===== config.mk =====
export PLATFORM = sky130hd
export DESIGN_NAME = led_frame_tx
export DESIGN_NICKNAME = d
export VERILOG_FILES = /design/src/rtl/led_tx_pkg.sv /design/src/rtl/led_tx_baud.sv /design/src/rtl/led_frame_tx.sv
export SDC_FILE = /design/constraint.sdc
export NUM_CORES = 1
export LEC_CHECK = 0
export CAP_MARGIN = 30
export CORE_MARGIN = 8
export CORE_UTILIZATION = 35
export CTS_BUF_LIST = sky130_fd_sc_hd__clkbuf_16
export CTS_CLUSTER_SIZE = 28
export DETAILED_ROUTE_END_ITERATION = 10
export DONT_BUFFER_PORTS = 1
export SKIP_LAST_GASP = 1
export SLEW_MARGIN = 20
export SYNTH_ARGS = -nofsm -noshare
export SYNTH_HDL_FRONTEND = slang
export SYNTH_SLANG_ARGS = --single-unit

===== constraint.sdc =====
create_clock -name clk -period 3.6 [get_ports clk]
set_clock_uncertainty 0.05 [all_clocks]
set_input_delay 1.08 -clock clk [delete_from_list [all_inputs] [get_ports clk]]
set_output_delay 1.08 -clock clk [all_outputs]
set_load 0.01 [all_outputs]

===== src/rtl/led_tx_pkg.sv =====
// Shared types and sizing constants for the LED panel frame transmitter.
package led_tx_pkg;

    typedef enum logic [1:0] {
        IDLE,
        LOW,
        HIGH,
        STROBE
    } tx_state_t;

    localparam int NLEDS_DEF = 64;
    localparam int DIV_W     = 8;
    localparam int STB_W     = 4;

endpackage


===== src/rtl/led_tx_baud.sv =====
// Half-period timer for dclk: one-cycle tick every CLK_DIV enabled cycles, cleared while disabled.
module led_tx_baud
    import led_tx_pkg::*;
#(
    parameter int CLK_DIV = 4
) (
    input  logic clk,
    input  logic rst_n,
    input  logic i_en,
    output logic o_tick
);

    localparam logic [DIV_W-1:0] DIV_LAST = DIV_W'(CLK_DIV - 1);

    logic [DIV_W-1:0] r_cnt;

    // NOTE: state registers use non-blocking assignments so every flop samples pre-edge values.
    always_ff @(posedge clk or negedge rst_n) begin
        if (!rst_n) begin
            r_cnt <= '0;
        end else if (!i_en || r_cnt == DIV_LAST) begin
            r_cnt <= '0;
        end else begin
            r_cnt <= r_cnt + 1'b1;
        end
    end

    assign o_tick = i_en && (r_cnt == DIV_LAST);

endmodule


===== src/rtl/led_frame_tx.sv =====
// LED panel link transmitter: shifts a frame MSB first on din/dclk, then pulses strobe.
// Build option LED_TX_AUTO_REFRESH_EN resends the last frame after REFRESH_CYCLES idle cycles.
module led_frame_tx
    import led_tx_pkg::*;
#(
    parameter int NLEDS         = NLEDS_DEF,
    parameter int CLK_DIV       = 4,
    parameter int STROBE_CYCLES = 2
`ifdef LED_TX_AUTO_REFRESH_EN
    ,
    parameter int REFRESH_CYCLES = 65536
`endif
) (
    input  logic             clk,
    input  logic             rst_n,
    input  logic [NLEDS-1:0] frame_data,
    input  logic             frame_valid,
    output logic             frame_ready,
    output logic             busy,
    output logic             done,
    output logic             din,
    output logic             dclk,
    output logic             strobe
);

    localparam int               BIT_W    = $clog2(NLEDS);
    localparam logic [STB_W-1:0] STB_LAST = STB_W'(STROBE_CYCLES);

    tx_state_t        r_state, w_state_nxt;
    logic [NLEDS-1:0] r_shift, w_shift_nxt;
    logic [BIT_W-1:0] r_bit_cnt, w_bit_cnt_nxt;
    logic [STB_W-1:0] r_stb_cnt, w_stb_cnt_nxt;
    logic             r_din, w_din_nxt;
    logic             r_dclk, w_dclk_nxt;
    logic             r_strobe, w_strobe_nxt;
    logic             r_busy, w_busy_nxt;
    logic             r_done, w_done_nxt;
    logic             r_ready, w_ready_nxt;

    logic             w_tick;
    logic             w_baud_en;
    logic             w_accept;
    logic             w_load;
    logic [NLEDS-1:0] w_load_data;

    assign w_baud_en = (r_state == LOW) || (r_state == HIGH);
    assign w_accept  = (r_state == IDLE) && r_ready && frame_valid;

    led_tx_baud #(
        .CLK_DIV(CLK_DIV)
    ) u_baud (
        .clk   (clk),
        .rst_n (rst_n),
        .i_en  (w_baud_en),
        .o_tick(w_tick)
    );

`ifdef LED_TX_AUTO_REFRESH_EN
    localparam int                IDLE_W    = $clog2(REFRESH_CYCLES + 1);
    localparam logic [IDLE_W-1:0] IDLE_LAST = IDLE_W'(REFRESH_CYCLES - 1);

    logic [IDLE_W-1:0] r_idle_cnt;
    logic [NLEDS-1:0]  r_last;
    logic              r_have_last;
    logic              w_refresh;

    // A real frame request always takes priority over a refresh expiring in the same cycle.
    assign w_refresh   = (r_state == IDLE) && r_ready && r_have_last &&
                         (r_idle_cnt == IDLE_LAST) && !w_accept;
    assign w_load      = w_accept || w_refresh;
    assign w_load_data = w_accept ? frame_data : r_last;

    always_ff @(posedge clk or negedge rst_n) begin
        if (!rst_n) begin
            r_idle_cnt  <= '0;
            r_have_last <= 1'b0;
        end else if (w_load) begin
            r_idle_cnt <= '0;
            if (w_accept) begin
                r_have_last <= 1'b1;
            end
        end else if (r_state == IDLE) begin
            r_idle_cnt <= r_idle_cnt + 1'b1;
        end
    end

    // NOTE: the frame store has no reset; r_have_last keeps it from being used before it is written.
    always_ff @(posedge clk) begin
        if (w_accept) begin
            r_last <= frame_data;
        end
    end
`else
    assign w_load      = w_accept;
    assign w_load_data = frame_data;
`endif

    // NOTE: every always_comb output gets a default first so no path can infer a latch.
    always_comb begin
        w_state_nxt   = r_state;
        w_shift_nxt   = r_shift;
        w_bit_cnt_nxt = r_bit_cnt;
        w_stb_cnt_nxt = r_stb_cnt;
        w_din_nxt     = r_din;
        w_dclk_nxt    = r_dclk;
        w_strobe_nxt  = r_strobe;
        w_busy_nxt    = r_busy;
        w_done_nxt    = 1'b0;
        w_ready_nxt   = r_ready;
        unique case (r_state)
            IDLE: begin
                w_ready_nxt = 1'b1;
                if (w_load) begin
                    w_state_nxt   = LOW;
                    w_shift_nxt   = w_load_data;
                    w_din_nxt     = w_load_data[NLEDS-1];
                    w_bit_cnt_nxt = BIT_W'(NLEDS - 1);
                    w_ready_nxt   = 1'b0;
                    w_busy_nxt    = 1'b1;
                end
            end
            LOW: begin
                if (w_tick) begin
                    w_state_nxt = HIGH;
                    w_dclk_nxt  = 1'b1;
                end
            end
            HIGH: begin
                if (w_tick) begin
                    w_dclk_nxt = 1'b0;
                    if (r_bit_cnt == '0) begin
                        w_state_nxt   = STROBE;
                        w_din_nxt     = 1'b0;
                        w_stb_cnt_nxt = '0;
                    end else begin
                        w_state_nxt   = LOW;
                        w_bit_cnt_nxt = r_bit_cnt - 1'b1;
                        w_shift_nxt   = r_shift << 1;
                        w_din_nxt     = r_shift[NLEDS-2];
                    end
                end
            end
            STROBE: begin
                // First STROBE cycle is a settle cycle with dclk low before strobe rises.
                if (r_stb_cnt == STB_LAST) begin
                    w_state_nxt  = IDLE;
                    w_strobe_nxt = 1'b0;
                    w_done_nxt   = 1'b1;
                    w_busy_nxt   = 1'b0;
                    w_ready_nxt  = 1'b1;
                end else begin
                    w_stb_cnt_nxt = r_stb_cnt + 1'b1;
                    w_strobe_nxt  = 1'b1;
                end
            end
            default: w_state_nxt = IDLE;
        endcase
    end

    always_ff @(posedge clk or negedge rst_n) begin
        if (!rst_n) begin
            r_state   <= IDLE;
            r_shift   <= '0;
            r_bit_cnt <= '0;
            r_stb_cnt <= '0;
            r_din     <= 1'b0;
            r_dclk    <= 1'b0;
            r_strobe  <= 1'b0;
            r_busy    <= 1'b0;
            r_done    <= 1'b0;
            r_ready   <= 1'b0;
        end else begin
            r_state   <= w_state_nxt;
            r_shift   <= w_shift_nxt;
            r_bit_cnt <= w_bit_cnt_nxt;
            r_stb_cnt <= w_stb_cnt_nxt;
            r_din     <= w_din_nxt;
            r_dclk    <= w_dclk_nxt;
            r_strobe  <= w_strobe_nxt;
            r_busy    <= w_busy_nxt;
            r_done    <= w_done_nxt;
            r_ready   <= w_ready_nxt;
        end
    end

    assign frame_ready = r_ready;
    assign busy        = r_busy;
    assign done        = r_done;
    assign din         = r_din;
    assign dclk        = r_dclk;
    assign strobe      = r_strobe;

endmodule


# Word-level counts from Yosys, hierarchy flattened

Index checks and enable logic that the tools add are counted.

Add/sub/neg operators: 3
Equal/unequal tests: 12
Multiplexer cells: 35
Reduce and logical (&&, ||, !) cells: 19

Operator list:

| cell                                                | number |
|---|---|
| two-way mux 63 bit                                  | 3 |
| case mux 63 bit (2 select lines)                    | 1 |
| two-way mux 6 bit                                   | 3 |
| two-way mux 1 bit                                   | 12 |
| two-way mux 4 bit                                   | 3 |
| case mux 6 bit (2 select lines)                     | 1 |
| AND reduction 4 bit                                 | 3 |
| two-way mux 2 bit                                   | 5 |
| AND reduction 3 bit                                 | 3 |
| adder 8 x 1 -> 8 bit, second input constant         | 1 |
| equality test 8 x 2 -> 1 bit, second input constant | 1 |
| two-way mux 8 bit                                   | 1 |
| != test 2 bit, second input constant                | 4 |
| case mux 1 bit (2 select lines)                     | 4 |
| case mux 2 bit (4 select lines)                     | 1 |
| case mux 4 bit (2 select lines)                     | 1 |
| nonzero test 2 bit                                  | 4 |
| zero test 6 bit                                     | 1 |
| != test 2 x 1 -> 1 bit, second input constant       | 3 |
| subtractor 6 x 1 -> 6 bit, second input constant    | 1 |
| adder 4 x 1 -> 4 bit, second input constant         | 1 |
| equality test 2 bit, second input constant          | 2 |
| equality test 4 x 2 -> 1 bit, second input constant | 1 |
| logical AND 1 bit                                   | 3 |
| 5 further kinds                                     | 6 |

Register bits: 89
Input port bits: 67
Output and inout bits: 6
Word-level logic and storage cells: 80

# Logic depth before layout (Yosys ltp)

Depth after elaboration: 5
Mapped depth: 10
Gate-level depth less buffers: 6

# By module

Synthesis repeated with hierarchy kept, for this count alone.

Cell total of the unflattened synthesis: 439
Area total of the unflattened synthesis: 4311.6 sq um

By module, submodules not included:

| module       | instances | cells an instance | area an instance (sq um) | sequential area each (sq um) |
|---|---|---|---|---|
| led_frame_tx | 1         | 400               | 3912.5                   | 2026.9 |
| led_tx_baud  | 1         | 39                | 399.1                    | 200.2 |

# Least setup slack after synthesis

OpenSTA, ideal clock, no wires.

Kind: in2reg
From: in frame_valid
To: reg r_shift[45]
Library setup time: 0.127 ns
Arrival: 2.436 ns
Required time: 3.423 ns
Slack: 0.987 ns
Cell stages on the path: 7
Buffers on the path: 3
Path through: a21boi_1 > or2_2 > clkbuf_1 > a211o_1 > buf_6 > buf_6 > mux2_1

Cells in the longest elaborated chain, start to end: 3

RTL lines:

| what                          | RTL line            | source |
|---|---|---|
| start, declared               | led_frame_tx.sv:17  | `input logic frame_valid,` |
| logical AND 1 bit             | led_frame_tx.sv:47  | `assign w_accept = (r_state == IDLE) && r_ready && frame_valid;` |
| != test 2 bit (no line)       | --                  |  |
| AND reduction 4 bit (no line) | --                  |  |
| end signal, assigned          | led_frame_tx.sv:174 | `r_shift <= w_shift_nxt;` |
| end, declared                 | led_frame_tx.sv:30  | `logic [NLEDS-1:0] r_shift, w_shift_nxt;` |

Every way passes these cells.
A chain may end at the register's enable or synchronous reset.

# Worst setup path after layout

From: reg r_state[0]
To: reg r_bit_cnt[0]

Cells in the longest elaborated chain, start to end: 5
Elaborated cells between the ends (all ways): 13
Those cells by class: eq/ne (5); mux (1); reduce/logical (7)

RTL lines:

| what                                                                     | RTL line                               | source |
|---|---|---|
| start, declared                                                          | led_frame_tx.sv:29                     | `tx_state_t r_state, w_state_nxt;` |
| start signal, assigned                                                   | led_frame_tx.sv:173                    | `r_state <= w_state_nxt;` |
| equality test 2 x 1 -> 1 bit (tied with other cells)                     | led_frame_tx.sv:46                     | `assign w_baud_en = (r_state == LOW) \|\| (r_state == HIGH);` |
| logical OR 1 bit / logical AND 1 bit (equally long branches)             | led_frame_tx.sv:46, led_frame_tx.sv:47 |  |
| logical AND 1 bit (on tied branches)                                     | led_tx_baud.sv:28, led_frame_tx.sv:47  |  |
| != test 2 x 1 -> 1 bit (no line) / != test 2 bit (equally long branches) | --                                     |  |
| AND reduction 4 bit (no line)                                            | --                                     |  |
| end signal, assigned                                                     | led_frame_tx.sv:175                    | `r_bit_cnt <= w_bit_cnt_nxt;` |
| end, declared                                                            | led_frame_tx.sv:31                     | `logic [BIT_W-1:0] r_bit_cnt, w_bit_cnt_nxt;` |

Several ways; a longest one is shown, not always the timed one.

==> results.tsv <==
stage	metric	value	unit
yosys	yosys.area.top_type_share	48.3	%
place	numPortBuffers	0	
yosys	yosysWarnings	0	
yosys	synth-seq-area-share	48.3	%
yosys	async_flop_share	100	%
cts	numCtsBuffers	9	
power	p_per_area	944	nW/um2
worst_setup_path	r2r-end	r_bit_cnt[0]$_DFFE_PN0P_	
place	place_area	4770	um2
yosys	synth_top_family_by_area	multiplexers	
timing	hold_slack	0.380	ns
yosys	synthDistinctLibCells	48	
yosys	synthSimpleGateAreaFrac	8.85	%
power	total_power	4.82	mW
final_layout	post-route-cell-area	5100	um2
final_layout	fin_nets	433	
yosys	ys_top_cells_by_area	dfrtp_1 48%, mux2_2 27%, mux2_1 4.6%, ha_1 2.4%, o21ai_0 1.5%	
floorplan	die_height	131	um
cts	cts_tree	built	
place	place_hpwl	6150	um
power	p_leak	2.06	nW
yosys	synthesis.area	4610	um2
yosys	ys.flop_type	dfrtp_1	
place	gp_congestion	0.757	
cts	cts_hold_buffers	0	
global_route	antenna_found_initial	1	
timing	slew-limit-headroom	62.6	%
cts	clock_path_buffers	2	
global_route	grt-ovfl-total	0	
timing	worst_pin_slew	0.562	ns
yosys	syn_avg_cell_area	12.7	um2
yosys	synth-xor-area-share	1.14	%
run	drv_cap	0	
yosys	synth_compound_area_share	5.00	%
yosys	synth.largest_area_cell	dfrtp_1	
global_route	grt_max_degree	90	
timing	hold_viol_final	0	
yosys	muxShareOfSynthArea	31.5	%
cts	cts.htree.levels	3	
cts	cts.sinks	89	
timing	rsz0062_at_grt	no	
cts	postCtsSetupBuffers	0	
yosys	synth_seq_cells	89	
outcome	outcome	finished, final reports clean	
final_layout	syn2layout_area_growth	10.8	%
worst_setup_path	crit_path_start_kind	flop	
floorplan	die_w	131	um
floorplan	coreArea	13000	um2
cts	clk_pin_slew	0.06	ns
worst_setup_path	crit_required	3.78	ns
routing	totalWireLength	8970	um
worst_setup_path	cp_max_fo	45	
routing	drc	0	
worst_hold_path	hp-class	in -> async	
yosys	synth_nets	439	
worst_setup_path	arrival	3.05	ns
routing	avgRoutedWirePerCell	16.7	um
yosys	yosys.area_share.adder	2.44	%
final_layout	n_fill_cell	1307	
worst_setup_path	reg2reg_depth	7	
worst_setup_path	endpoint_kind	flop	
routing	dr.pass1.iters	4	
yosys	synthCells	363	
routing	ant_nets	0	
place	dp.cells	522	
timing	setup_tns	0	ns
timing	fmax	0.348	GHz
routing	drtIter0Drc	170	
power	ir_drop	0.381	mV
timing	min_period	2.87	ns
cts	cts-root-buf	clkbuf_16	
timing	drv_slew	0	
final_layout	antenna_cells	0	
cts	worstSkewPairLatency	0.35	ns
timing	setup_viol	0	
routing	post_drt_via_cell_ratio	5.07	
worst_setup_path	reg2reg_from	r_state[0]$_DFFE_PN0P_	
worst_setup_path	path_class	reg -> reg	
yosys	synth_edf_count	0	
cts	cts_repair_resize_count	0	
global_route	grtUsageTotal	11.5	%
routing	via_count	2726	
final_layout	final_cell_count_no_fill	538	
floorplan	rows	42	
final_layout	layout-drive-gt1-share	37.0	%
global_route	grt_pass1_wl	14900	um
global_route	grt_pass1_vias	2906	
floorplan	fp.dieArea	17100	um2
floorplan	start_util	35.4	%
worst_setup_path	reg2reg_setup_slack	0.73	ns
timing	finalCritPeriodShare	79.7	%
floorplan	io_pins	73	
## cells by family (layout without fill, tap and decap cells)
logic type / count (synthesis) / in the layout
AOI/OAI and AO/OA: 35 / 35
muxes: 129 / 129
adders and majority gates: 9 / 9
and+or+nand+nor: 69 / 69
xor gates and xnor gates: 6 / 6
DFF: 89 / 89
buffers and inverters: 26 / 25
## cells in the mapped netlist, drive strengths merged (2+ instances only)
library cell    n
mux2          128
or4b            2
ha              9
nor4b           3
xnor2           2
inv             7
nor2b           3
a31oi           2
nor2           16
o21ai          16
a21oi           2
and3            5
nand2          10
o211ai          3
nand3          11
nor3b           3
nand4           3
and2            4
clkbuf         11
xor2            4
nor4            2
dfrtp          89
buf             8
## critical path: stages (launching register included)
cell and delay, ns:
dfrtp_1 0.42, inv_1 0.16, ha_4 0.46, nor2_1 0.12
or2_2 0.36, a211o_2 0.53, buf_12 0.27, mux2_1 0.33
## final cells by class
type                       instances  area, um2  share of cell area [%]
multi-input combinational        248       2270                    44.4
sequential                        89       2230                    43.6
timing repair buffer               2       27.5                   0.539
tap                              176        220                    4.31
clock buffer                       9        225                    4.41
clock inverter                     7        109                    2.13
inverter                           7       26.3                   0.515
## routing by layer
| metal | track usage, % | share of wire, % | wire length [um] | vias to the layer above |
|---|---|---|---|---|
| li1 | - | - | - | 1296 |
| met1 | 13.0 | 41 | 3700 | 1361 |
| met2 | 18.0 | 49 | 4390 | 56 |
| met3 | 5.84 | 8.3 | 746 | 11 |
| met4 | 4.59 | 1.3 | 121 | 2 |
| met5 | 0 | 0.14 | 13 | - |
## sequential cells by signal, summed over array words and instances (netlist names)
| signal | flops |
|---|---|
| r_shift | 63 |
| u_baud.r_cnt | 8 |
| r_bit_cnt | 6 |
| r_stb_cnt | 4 |
| r_state | 2 |
| busy | 1 |
| dclk | 1 |
| din | 1 |
| done | 1 |
| frame_ready | 1 |
| strobe | 1 |
## where the power goes
part / total, mW / switching [mW] / internal (mW)
registers: 1.73 / 0.265 / 1.47
logic: 2.03 / 0.868 / 1.16
clock network: 1.06 / 0.386 / 0.672
total: 4.82 / 1.52 / 3.30
## layout by cell type, fill, tap and decap left out, types with 3 or more instances in the layout
| cell | netlist | final |
|---|---|---|
| mux2_2 | 109 | 109 |
| dfrtp_1 | 89 | 89 |
| mux2_1 | 19 | 19 |
| nor2_1 | 16 | 16 |
| o21ai_0 | 14 | 14 |
| nand3_1 | 11 | 11 |
| nand2_1 | 10 | 10 |
| clkbuf_16 | 0 | 9 |
| ha_1 | 9 | 8 |
| inv_1 | 7 | 7 |
| and3_1 | 5 | 5 |
| xor2_1 | 4 | 4 |
| and2_1 | 4 | 4 |
| nor3b_1 | 3 | 3 |
| o211ai_1 | 3 | 3 |
| nand4_1 | 3 | 3 |
| nor2b_1 | 3 | 3 |
| clkinv_2 | 0 | 3 |
| bufinv_16 | 0 | 3 |
## per-stage QoR
stage	setup WS, ns	util [%]
6_report	0.730	39.2
3_3_place_gp	0.719	36.6
4_1_cts	0.718	39.2
5_1_grt	0.544	39.2
3_5_place_dp	0.698	36.6
2_1_floorplan	0.987	-
## worst max-delay path by stage
stage / depth (start not counted) / startpoint / endpoint / slack, ns
2_1_floorplan: 7 / frame_valid / r_shift[45]$_DFFE_PN0P_ / 0.99
3_3_place_gp: 5 / frame_valid / r_shift[12]$_DFFE_PN0P_ / 0.72
3_5_place_dp: 5 / frame_valid / r_shift[7]$_DFFE_PN0P_ / 0.70
4_1_cts: 7 / r_state[0]$_DFFE_PN0P_ / r_bit_cnt[0]$_DFFE_PN0P_ / 0.72
5_1_grt: 7 / r_state[1]$_DFFE_PN0P_ / r_bit_cnt[0]$_DFFE_PN0P_ / 0.54
6_report: 7 / r_state[0]$_DFFE_PN0P_ / r_bit_cnt[0]$_DFFE_PN0P_ / 0.73
Power figures use the tool's default switching activity.
